File: src/rtl/sram_fifo_ctrl.sv
// sram_fifo_ctrl: valid/ready FIFO controller around an external 1R1W SRAM.
// The SRAM's registered read is hidden behind a 2-entry prefetch buffer so
// one push and one pop per cycle are sustained. Total capacity DEPTH+2.
// Optional build macro SRAM_FIFO_STATS_EN adds simulation-only statistics
// counters (printed at end of simulation) and internal sanity assertions.
module sram_fifo_ctrl #(
    parameter  int DATA_WIDTH  = 8,
    parameter  int DEPTH       = 16,
    localparam int ADDR_WIDTH  = $clog2(DEPTH),
    localparam int COUNT_WIDTH = $clog2(DEPTH + 3)
) (
    input  logic                   clk,
    input  logic                   arst,
    input  logic                   in_valid,
    output logic                   in_ready,
    input  logic [DATA_WIDTH-1:0]  in_data,
    output logic                   out_valid,
    input  logic                   out_ready,
    output logic [DATA_WIDTH-1:0]  out_data,
    output logic                   sram_wr,
    output logic [ADDR_WIDTH-1:0]  sram_wr_addr,
    output logic [DATA_WIDTH-1:0]  sram_wr_din,
    output logic                   sram_rd,
    output logic [ADDR_WIDTH-1:0]  sram_rd_addr,
    input  logic [DATA_WIDTH-1:0]  sram_rd_dout,
    output logic [COUNT_WIDTH-1:0] count
);

    localparam logic [ADDR_WIDTH:0] SRAM_FULL = (ADDR_WIDTH + 1)'(DEPTH);

    logic [ADDR_WIDTH-1:0] r_wr_ptr;
    logic [ADDR_WIDTH-1:0] r_rd_ptr;
    logic [ADDR_WIDTH:0]   r_sram_cnt;
    logic                  r_inflight;
    logic [DATA_WIDTH-1:0] r_obuf [2];
    logic [1:0]            r_ob_cnt;

    logic                  w_push;
    logic                  w_pop;
    logic                  w_rd;
    logic [1:0]            w_slot;
    logic [1:0]            w_pending;

    // Handshakes, read issue and capture slot; w_pending (buffer + in-flight
    // after this cycle's pop) never exceeds 2 because a read is only issued
    // while it is below 2.
    always_comb begin
        in_ready  = (r_sram_cnt < SRAM_FULL);
        w_push    = in_valid & in_ready;
        out_valid = (r_ob_cnt != 2'd0);
        out_data  = r_obuf[0];
        w_pop     = out_valid & out_ready;
        w_slot    = r_ob_cnt - {1'b0, w_pop};
        w_pending = w_slot + {1'b0, r_inflight};
        w_rd      = (r_sram_cnt != '0) && (w_pending < 2'd2);
    end

    assign sram_wr      = w_push;
    assign sram_wr_addr = r_wr_ptr;
    assign sram_wr_din  = in_data;
    assign sram_rd      = w_rd;
    assign sram_rd_addr = r_rd_ptr;
    assign count        = COUNT_WIDTH'(r_sram_cnt) + COUNT_WIDTH'(r_inflight)
                        + COUNT_WIDTH'(r_ob_cnt);

    // Pointers, SRAM occupancy and in-flight read tracking.
    always_ff @(posedge clk or posedge arst) begin
        if (arst) begin
            r_wr_ptr   <= '0;
            r_rd_ptr   <= '0;
            r_sram_cnt <= '0;
            r_inflight <= 1'b0;
        end else begin
            if (w_push) r_wr_ptr <= r_wr_ptr + 1'b1;
            if (w_rd)   r_rd_ptr <= r_rd_ptr + 1'b1;
            r_sram_cnt <= r_sram_cnt + (ADDR_WIDTH + 1)'(w_push)
                                     - (ADDR_WIDTH + 1)'(w_rd);
            r_inflight <= w_rd;
        end
    end

    // Prefetch buffer: shift on pop, then land returning read data in the
    // first free slot after the shift (later assignment wins on overlap).
    always_ff @(posedge clk or posedge arst) begin
        if (arst) begin
            r_obuf[0] <= '0;
            r_obuf[1] <= '0;
            r_ob_cnt  <= '0;
        end else begin
            if (w_pop) r_obuf[0] <= r_obuf[1];
            if (r_inflight) begin
                if (w_slot == 2'd0) r_obuf[0] <= sram_rd_dout;
                else                r_obuf[1] <= sram_rd_dout;
            end
            r_ob_cnt <= w_pending;
        end
    end

`ifdef SRAM_FIFO_STATS_EN
    logic [31:0]            r_push_cnt;
    logic [31:0]            r_pop_cnt;
    logic [31:0]            r_full_stall;
    logic [COUNT_WIDTH-1:0] r_peak;

    // Statistics counters and internal consistency checks.
    always_ff @(posedge clk or posedge arst) begin
        if (arst) begin
            r_push_cnt   <= '0;
            r_pop_cnt    <= '0;
            r_full_stall <= '0;
            r_peak       <= '0;
        end else begin
            if (w_push)               r_push_cnt   <= r_push_cnt + 1;
            if (w_pop)                r_pop_cnt    <= r_pop_cnt + 1;
            if (in_valid & ~in_ready) r_full_stall <= r_full_stall + 1;
            if (count > r_peak)       r_peak       <= count;
            assert (!(r_inflight && (w_slot == 2'd2)))
                else $error("[%m] capture into a full prefetch buffer");
            assert (r_sram_cnt <= SRAM_FULL)
                else $error("[%m] sram_cnt exceeds DEPTH");
        end
    end

    final begin
        $display("[%m] push_cnt: %1d", r_push_cnt);
        $display("[%m] pop_cnt: %1d", r_pop_cnt);
        $display("[%m] peak_count: %1d", r_peak);
        $display("[%m] full_stall_cycles: %1d", r_full_stall);
    end
`else
`endif

endmodule

File: config.mk
export PLATFORM = sky130hd
export DESIGN_NAME = sram_fifo_ctrl
export DESIGN_NICKNAME = d
export VERILOG_FILES = /design/src/rtl/sram_fifo_ctrl.sv
export SDC_FILE = /design/constraint.sdc
export NUM_CORES = 1
export LEC_CHECK = 0
export ABC_AREA = 1
export CAP_MARGIN = 20
export CORE_UTILIZATION = 51
export CTS_CLUSTER_DIAMETER = 120
export DETAILED_ROUTE_END_ITERATION = 6
export PLACE_DENSITY = 0.93
export SETUP_SLACK_MARGIN = 0.3
export SYNTH_ARGS = -nofsm -noshare
export SYNTH_HDL_FRONTEND = slang
export SYNTH_SLANG_ARGS = --single-unit
File: constraint.sdc
create_clock -name clk -period 5.2 [get_ports clk]
set_input_delay 0.52 -clock clk [delete_from_list [all_inputs] [get_ports clk]]
set_output_delay 0.52 -clock clk [all_outputs]
set_load 0.03 [all_outputs]
# [After elaboration in Yosys (flattened, before gate mapping)]
# Index checks and enable logic that the tools add are counted.
[classes] n_reduce_logical=5 magnitude_cmp=2 n_mux=4 bitwise_logic=3 n_addsub=8
[ops] cell="8-bit two-way mux" n=3
[ops] cell="16-bit two-way mux" n=1
[ops] cell="5-bit by 1-bit adder with 5-bit output" n=2
[ops] cell="4-bit by 1-bit adder with 4-bit output (second input constant)" n=2
[ops] cell="5-bit by 2-bit adder with 5-bit output" n=1
[ops] cell="5-bit less-than comparator (second input constant)" n=1
[ops] cell="5-bit nonzero test" n=1
[ops] cell="5-bit by 1-bit subtractor with 5-bit output" n=1
[ops] cell="2-bit by 1-bit adder with 2-bit output" n=1
[ops] cell="1-bit AND" n=2
[ops] cell="2-bit logical NOT" n=1
[ops] cell="2-bit less-than comparator (second input constant)" n=1
[ops] cell="2-bit AND reduction" n=1
[ops] cell="2-bit nonzero test" n=1
[ops] cell="2-bit by 1-bit subtractor with 2-bit output" n=1
[ops] cell="1-bit logical AND" n=1
[ops] cell="1-bit inverter" n=1
[totals] output_inout_bits=33 register_bits=32 word_cells=29 input_bits=20

# [Logic depth before layout (Yosys ltp)]
# Gate-level depths: netlist of the first run.
[depth] ltp_word=7 ltp_mapped=18 mapped_depth_nobuf=17

# [Worst setup path after synthesis of the first run]
# No wires, ideal clock.
[synth_path] path_kind="register -> register" start="register r_ob_cnt[1]" end="register r_sram_cnt[4]" path_buffers=1 slack_ps=1852 arrival_time_ps=3269 t_required_ps=5121 setup_time_ps=79 synth_period_minus_slack_ps=3348 stages_incl_launch_ff=19 path_cell_list="dfrtp_1 o21ai_4 buf_4 inv_1 ha_1 inv_1 ha_1 inv_1 nand3_1 nand3_1 inv_1 ha_1 inv_1 ha_1 inv_1 fa_1 nand3b_1 nand2_1 xor2_1"
[synth_via] elab_chain_len=7
[synth_lines] item="start: declaration" line_no="36" source="logic [1:0] r_ob_cnt;"
[synth_lines] item="start signal: assignment" line_no="95" source="r_ob_cnt <= w_pending;"
[synth_lines] item="2-bit nonzero test" line_no="50" source="out_valid = (r_ob_cnt != 2'd0);"
[synth_lines] item="1-bit AND" line_no="52" source="w_pop = out_valid & out_ready;"
[synth_lines] item="2-bit by 1-bit subtractor with 2-bit output (*)" line_no="53" source="w_slot = r_ob_cnt - {1'b0, w_pop};"
[synth_lines] item="2-bit by 1-bit adder with 2-bit output (*)" line_no="54" source="w_pending = w_slot + {1'b0, r_inflight};"
[synth_lines] item="2-bit less-than comparator (*)" line_no="55" source="w_rd = (r_sram_cnt != '0) && (w_pending < 2'd2);"
[synth_lines] item="1-bit logical AND (*)" line_no="55"
[synth_lines] item="named net sram_rd" line_no="23" source="output logic sram_rd,"
[synth_lines] item="5-bit by 1-bit subtractor with 5-bit output (*)" line_no="77" source="- (ADDR_WIDTH + 1)'(w_rd);"
[synth_lines] item="end signal: assignment" line_no="76" source="r_sram_cnt <= r_sram_cnt + (ADDR_WIDTH + 1)'(w_push)"
[synth_lines] item="end: declaration" line_no="33" source="logic [ADDR_WIDTH:0] r_sram_cnt;"
# The timed path passes the listed nets; every way through them passes the cells marked *.
# A chain may end at the register's enable or synchronous reset.

# [Final worst setup path of the first run]
[layout_path] start="register r_ob_cnt[1]" end="output sram_rd"
[layout_via] elab_chain_len=6
[layout_lines] item="2-bit nonzero test" line_no="50"
[layout_lines] item="1-bit AND" line_no="52"
[layout_lines] item="2-bit by 1-bit subtractor with 2-bit output (*)" line_no="53"
[layout_lines] item="2-bit by 1-bit adder with 2-bit output (*)" line_no="54"
[layout_lines] item="2-bit less-than comparator (*)" line_no="55"
[layout_lines] item="1-bit logical AND (*)" line_no="55"
[layout_lines] item="end: declaration" line_no="23"
# Mark *: on every way between the ends. The rest lies on a longest branch, timed or not.

==> results.env, run 1 <==
INITIALDRTVIOLATIONCOUNT=74
NUMBER_OF_I_O_PINS=53
OUTCOME='finished, final reports clean'
RR_ENDPOINT='r_sram_cnt[4]'
SYNTH_EDF_COUNT=0
WIDTH_OF_THE_DIE_UM=63.0
HOLD_END='r_obuf[4]'
SYNTH_COMMON_CELLS='nand2_1, dfrtp_1, inv_1'
I_O_BUFFERS=36
TIMING.HOLD.WS_NS=0.472
CTS-RESIZED-GATES=0
RSZ0062_AT_GRT='false'
ROUTE.VIAS.TOTAL=1446
FIRST_PASS_GRT_WIRE_LENGTH_UM=6080
ANTENNADIODECOUNT=0
DRV_SLEW=0
MOST_FREQUENTLY_USED_FLOP_MASTER_AFTER_SYNTHESIS='dfrtp_1'
FLOORPLAN.ROWS=21
REG2REG_SLACK_NS=1.68
CRIT_TOP_CELL='inv_1'
MIN-DELAY-START='r_obuf[4]'
ANTENNA_FOUND_INITIAL=0
MULTI_INPUT_COMB_AREA_UM2=838
CRITPATHSLOWESTCELL='clkdlybuf4s50_1'
ROUTED_WIRELENGTH_UM=3450
AREA_GROWTH_SYN_TO_LAYOUT_PCT=21.3
SHARE_OF_CELLS_ABOVE_DRIVE_STRENGTH_1_PCT=7.14
DIE-HEIGHT_UM=63.0
DRCVIOLATIONCOUNT=0
TIMING.CLOCK.SKEW_NS=0.00714
TIMING.CRITICAL_PATH.FANOUT_MAX=17
SYN_NETS=260
FIRST_GLOBAL_VIAS=1429
NETLIST.TOP_CELL.BY_AREA='dfrtp_1'
GLOBALROUTE.TOTALOVERFLOW=0
WORST_EP_REQUIRED_TIME_NS=4.68
H_TREE_LVL_COUNT=2
WORSTHOLDPATHTYPE='flop to flop'
ROUTED_VIA_DENSITY=4.85
FFS_W_ASYNC_S_R_SYNTH_PCT=100
NUMBER_OF_FILLER_CELLS_PLACED_IN_THE_LAYOUT=271
SETUP-VIOLATIONS-FINAL=0
SYNTH_WARNINGS=0
WL_PER_CELL_UM=11.6
SETUP.WORST_PATH.CLASS='flop to output pin'
GRT_MAX_DEGREE=33
HOLD_VIOL=0
SLEW-LIMIT-HEADROOM_PCT=68.2
POST_CTS_BUFFERS=0
FINALNETCOUNT=286
YOSYS.CELL_COUNT.TOP_TYPE='nand2_1'
POST_SYNTH_INST_COUNT=225
CLKTRANSATPATHREGS_NS=0.07
WORST-ENDPOINT-ARRIVAL_NS=3.06
CTSHOLDBUFFERS=0
FINAL_ANTENNA_NET_COUNT=0
BUFFER_CELL_DRIVING_THE_CLOCK_TREE_ROOT='clkbuf_8'
ROUTABILITY_CONGESTION_ESTIMATE_FROM_GLOBAL_PLACEMENT=0.798
FP.DIEAREA_UM2=3970
CLOCK_TREE.BUFFER_DEPTH=2
START_KIND='flop'
GROUTE.USAGE.OVERALL_PCT=20.0
INITIAL_UTILIZATION_PCT=55.2
WORST_SETUP_PATH_END_KIND='output pin'
CLOCK_LATENCY_NS=0.29
TIMING.HOLD.WORST_PATH_DEPTH=2
CORE-AREA_UM2=3440
FIN_SETUP_TNS_NS=0
CTS_MADE_BUFFERS=5
WORST_R2R_PATH_DEPTH=17
SYN_AREA_UM2=1900
DRTPASS1ITERATIONS=4
CTS_NUM_SINKS=32
FINAL_HPWL_DP_UM=2580
MAX-CAP-VIOLATIONS=0
YS_FF_LATCH=32
CTS_TREE='built'
NETLIST_TOP_CELLS_AREA='dfrtp_1, nand2_1, ha_1'
YOSYSTOPAREACELLSHARE_PCT=42.1
SLOWEST_DELAY_NS=0.70
SYNTH-SEQ-AREA-SHARE_PCT=42.1
MAX_FREQ_MHz=279
MAX_SLEW.WORST_PIN.SLEW_NS=0.476
FIN_AREA_UM2=2310
FINALCRITPERIODSHARE_PCT=68.8
YOSYSUNIQUECELLTYPES=21
DETAILED_PLACE.AREA_UM2=2190
FINAL-SEQ-AREA_UM2=801
WORSTPATHCELLLIST='o21ai_4 > inv_1 > ha_1 > inv_1 > ha_1 > inv_1 > nand3_1 > nand3_1 > inv_1 > clkdlybuf4s50_1'
MIN_PERIOD_NS=3.58
POSTSYNTHAREAPERCELL_UM2=8.45
WORSTREG2REGSTART='r_ob_cnt[1]'
[stage by stage]
stage               setup WS [ns]  instances  utilization [%]
CTS                          1.60        298             67.0
finish                       1.62        298             67.0
global route                 1.30        298             67.0
floorplan                    1.85        225                -
detailed placement           1.42        290             63.8
global placement             1.54        290             63.8
[per-layer routing]
layer	share of wire (%)	track usage, %	up-vias
met5	0	0	-
met4	3.1	14.0	0
met3	5.9	4.01	9
met2	51	33.1	43
met1	40	23.1	664
li1	-	-	730
[area by class of cell]
type                       count  share of cell area [%]
sequential                    32                    34.7
inverter                      34                    5.64
clock buffer                   5                    2.98
timing repair buffer          37                    16.0
multi-input combinational    141                    36.4
tap                           46                    2.50
clock inverter                 3                    1.84
[registers in the layout (all words and copies together) (netlist names)]
name	flops
sram_rd_addr	4
out_data	8
r_sram_cnt	5
r_obuf	8
sram_wr_addr	4
r_inflight	1
r_ob_cnt	2
[worst max-delay path by stage]
stage / start / endpoint / slack [ns] / cells past startpoint
after floorplan: r_ob_cnt[1] / r_sram_cnt[4] / 1.85 / 18
after global placement: out_ready / r_sram_cnt[4] / 1.54 / 18
after detailed placement: out_ready / r_sram_cnt[4] / 1.42 / 18
after CTS: r_ob_cnt[1] / sram_rd / 1.60 / 10
after global routing: r_ob_cnt[1] / r_sram_cnt[4] / 1.30 / 17
final: r_ob_cnt[1] / sram_rd / 1.62 / 10
[worst max-delay path: cells and delay by family (launching register included)]
family,cells,cell delay (ns)
compound gates,1,0.39
fa+ha+maj,2,0.55
buf+inv,5,1.08
flops,1,0.50
simple gates,2,0.25
[layout by cell type (no fill, tap or decap), drive strengths merged]
cell type,n
clkinvlp,1
dfrtp,32
a21oi,2
buf,1
clkbuf,5
nand2,77
nand3,23
xnor2,4
bufinv,1
ha,12
nand4,1
nor2,2
fa,3
clkdlybuf4s50,36
xor2,7
clkinv,1
inv,34
nand3b,1
o21ai,9
[cell families (layout without fill, tap and decap cells)]
| kind of cell | count (synthesis) | after routing | synth area share (%) |
|---|---|---|---|
| and+or+nand+nor | 104 | 104 | 24.5 |
| buffers and inverters | 52 | 79 | 13.8 |
| DFF | 32 | 32 | 42.1 |
| adders and majority gates | 15 | 15 | 11.1 |
| AOI/OAI and AO/OA | 11 | 11 | 3.49 |
| xor gates and xnor gates | 11 | 11 | 5.07 |
Power of run 1 is not shown: default switching activity piles up to over one toggle a cycle in this logic, so the estimate is an artifact.
==> run 2, diff against run 1 <==
--- a/config.mk
+++ b/config.mk
@@ -7,10 +7,10 @@
 export LEC_CHECK = 0
 export ABC_AREA = 1
 export CAP_MARGIN = 20
-export CORE_UTILIZATION = 51
+export CORE_UTILIZATION = 43
 export CTS_CLUSTER_DIAMETER = 120
 export DETAILED_ROUTE_END_ITERATION = 6
-export PLACE_DENSITY = 0.93
+export PLACE_DENSITY = 0.85
 export SETUP_SLACK_MARGIN = 0.3
 export SYNTH_ARGS = -nofsm -noshare
 export SYNTH_HDL_FRONTEND = slang
==> constraint.sdc (replaced) <==
create_clock -name clk -period 3.2 [get_ports clk]
set_input_delay 0.32 -clock clk [delete_from_list [all_inputs] [get_ports clk]]
set_output_delay 0.32 -clock clk [all_outputs]
set_load 0.03 [all_outputs]
==> run 2 against run 1 <==
Compared with the run above: non-clock buffer count is 4 higher; hold slack better by 0.0030 ns; utilization is 8.5 points lower; global-route usage is 3.0 points lower; first-iteration DRC count is 12% higher; count of clock-buffer cells in the layout is 1 higher; worst setup slack worse by 1.2 ns; largest cell class unchanged.
==> results.env, run 2 (synthesized netlist as in run 1, its figures left out) <==
CLKTRANSATPATHREGS_NS=0.07  # about the same
CRITICAL_PATH.TOP_DELAY_FAMILY='buffers and inverters'
INITIAL_UTILIZATION_PCT=46.2  # -9.0 points
FP.DIEAREA_UM2=4690  # +18%
WORSTHOLDPATHTYPE='flop to flop'
CTS_NUM_SINKS=32  # unchanged
CORE-AREA_UM2=4120  # +20%
CLOCK_TREE.BUFFER_DEPTH=2  # unchanged
STDCELL_COUNT=306  # +2.7%
TIMING.CRITICAL_PATH.FANOUT_MAX=5  # -12
FIN_AREA_UM2=2410  # +4.3%
FIN_SETUP_TNS_NS=0  # unchanged
MAX_FREQ_MHz=360
WORSTPATHCELLLIST='o21ai_4 > inv_4 > ha_4 > inv_2 > ha_4 > nand3_2 > nand3_4 > inv_6 > clkdlybuf4s50_1'
BUF_INV_STAGES_CRIT_PATH=4  # -1
H_TREE_LVL_COUNT=2  # unchanged
BUFFER_CELL_DRIVING_THE_CLOCK_TREE_ROOT='clkbuf_8'
ROUTED_VIA_DENSITY=4.81  # -0.86%
GLOBALROUTE.TOTALOVERFLOW=0  # unchanged
CTSHOLDBUFFERS=0  # unchanged
DRTPASS1ITERATIONS=4  # unchanged
START_KIND='flop'
WORST-ENDPOINT-ARRIVAL_NS=2.46  # -0.60 ns
DP.CELLS=296  # +2.1%
SLEW-LIMIT-HEADROOM_PCT=36.7  # -32 points
WIDTH_OF_THE_DIE_UM=68.5  # +8.6%
CRITPATHSLOWESTCELL='clkdlybuf4s50_1'
DIE-HEIGHT_UM=68.5  # +8.6%
ROUTED_WIRELENGTH_UM=3570  # +3.5%
DRCVIOLATIONCOUNT=0  # unchanged
SHARE_OF_CELLS_ABOVE_DRIVE_STRENGTH_1_PCT=14.5  # +7.3 points
ROUTE.VIAS.TOTAL=1472  # +1.8%
ANTENNA_FOUND_INITIAL=0  # unchanged
AREA_GROWTH_SYN_TO_LAYOUT_PCT=26.6
DETAILED_PLACE.AREA_UM2=2300  # +4.7%
SLOWEST_DELAY_NS=0.70  # about the same
FINAL_HPWL_DP_UM=2750  # +6.3%
ANTENNADIODECOUNT=0  # unchanged
WORST_SETUP_PATH_END_KIND='output pin'
OUTCOME='finished, final reports clean'
CRIT_TOP_CELL='ha_4'
MIN_PERIOD_NS=2.78
WL_PER_CELL_UM=11.7  # +0.83%
TIMING.CLOCK.SKEW_NS=0.00196  # -0.00518 ns
GROUTE.USAGE.OVERALL_PCT=17.0  # -3.0 points
CTS_TREE='built'
FINAL_ANTENNA_NET_COUNT=0  # unchanged
GRT_MAX_DEGREE=26  # -21%
MAX_SLEW.WORST_PIN.SLEW_NS=0.949  # +0.472 ns
GLOBALROUTEMET1UTIL_PCT=19.7  # -3.4 points
GRT.MET3_USAGE_PCT=3.50  # -0.51 points
USE_MET2_PCT=29.4  # -3.7 points
REG2REG_SLACK_NS=0.47  # -1.21 ns
FINALNETCOUNT=290  # +1.4%
MAX-CAP-VIOLATIONS=0  # unchanged
DRV_SLEW=0  # unchanged
NUMBER_OF_I_O_PINS=53  # unchanged
WORST_EP_REQUIRED_TIME_NS=2.88  # -1.80 ns
I_O_BUFFERS=36  # unchanged
LAYOUT_COMMONEST_CELL='nand2_1'
CLOCK_LATENCY_NS=0.28  # about the same
INITIALDRTVIOLATIONCOUNT=83  # +12%
FIRST_PASS_GRT_WIRE_LENGTH_UM=5820  # -4.2%
ROUTABILITY_CONGESTION_ESTIMATE_FROM_GLOBAL_PLACEMENT=0.786  # -1.5%
SETUP.WORST_PATH.CLASS='flop to output pin'
HOLD_VIOL=0  # unchanged
FLOORPLAN.ROWS=23  # +9.5%
SETUP-VIOLATIONS-FINAL=0  # unchanged
MOSTFREQUENTLAYOUTCELLS='nand2_1, clkdlybuf4s50_1, dfrtp_1'
FINALCRITPERIODSHARE_PCT=86.9
GRT.BUSIEST_LAYER='met2'
FIRST_GLOBAL_VIAS=1361  # -4.8%
RSZ0062_AT_GRT='false'
CTS_MADE_BUFFERS=5  # unchanged
TIMING.HOLD.WS_NS=0.474  # +0.00299 ns
==> run 2: cell types whose count changed in the layout (fill, tap and decap cells not counted), moves of 2 or more <==
cell / previous run / this run
nand3_2: 0 / 2
inv_1: 32 / 26
buf_4: 1 / 5
nand3_1: 22 / 19
ha_1: 12 / 8
inv_2: 1 / 5
ha_4: 0 / 4
==> run 2: metrics by stage <==
step | setup WS [ns] | util, %
after global placement | 0.283 | 55.9
after CTS | 0.361 | 58.1
final | 0.420 | 58.5
after detailed placement | 0.227 | 55.9
after floorplan | 0.332 | -
after global routing | 0.347 | 58.5
==> run 2: worst register-to-register path, delay by kind of cell (launching register included) <==
kind / cells / cell delay (ns)
AOI/OAI and AO/OA: 1 / 0.19
xor gates and xnor gates: 1 / 0.14
adders and majority gates: 5 / 1.16
buffers and inverters: 6 / 0.30
DFF: 1 / 0.44
and+or+nand+nor: 4 / 0.44
==> run 2: cell type report <==
cell class	count	area (µm²)
Inverter	34	138
Fill cell	361	1710
Timing Repair Buffer	41	398
Sequential cell	32	802
Multi-Input combinational cell	141	913
Clock buffer	6	82.6
Tap cell	50	62.6
Clock inverter	2	10.0
==> run 2: layer usage <==
metal  routed length [µm]  part of all wire, %  vias up
li1                     -                    -      739
met2                 1770                   50       34
met5                    0                    0        -
met1                 1560                   44      689
met3                  153                  4.3       10
met4                   93                  2.6        0
==> run 2: path summary, 6_finish.rpt <==
kind,start,endpoint,cells past startpoint
worst min register to register,r_obuf[2],r_obuf[2],2
min in group asynchronous,arst,r_obuf[6],2
worst max register to register,r_ob_cnt[1],r_sram_cnt[4],17
worst max-delay path,r_ob_cnt[1],sram_rd,9
worst min-delay path,r_obuf[2],r_obuf[2],2
max in group asynchronous,arst,r_sram_cnt[0],3
==> run 2: timing repair <==
action                                  4_1_cts  5_1_grt
resized for setup                             0        0
endpoints found under the setup margin        0        2
buffers inserted                              0        2
Power of run 2 is left out for the same reason.
==> run 3, diff against run 2 <==
--- a/config.mk
+++ b/config.mk
@@ -8,7 +8,6 @@
 export ABC_AREA = 1
 export CAP_MARGIN = 20
 export CORE_UTILIZATION = 43
-export CTS_CLUSTER_DIAMETER = 120
 export DETAILED_ROUTE_END_ITERATION = 6
 export PLACE_DENSITY = 0.85
 export SETUP_SLACK_MARGIN = 0.3
==> results of run 3 <==
The final DEF is identical to that of run 2; final timing and power are the same.
Power of run 3 is left out for the same reason.
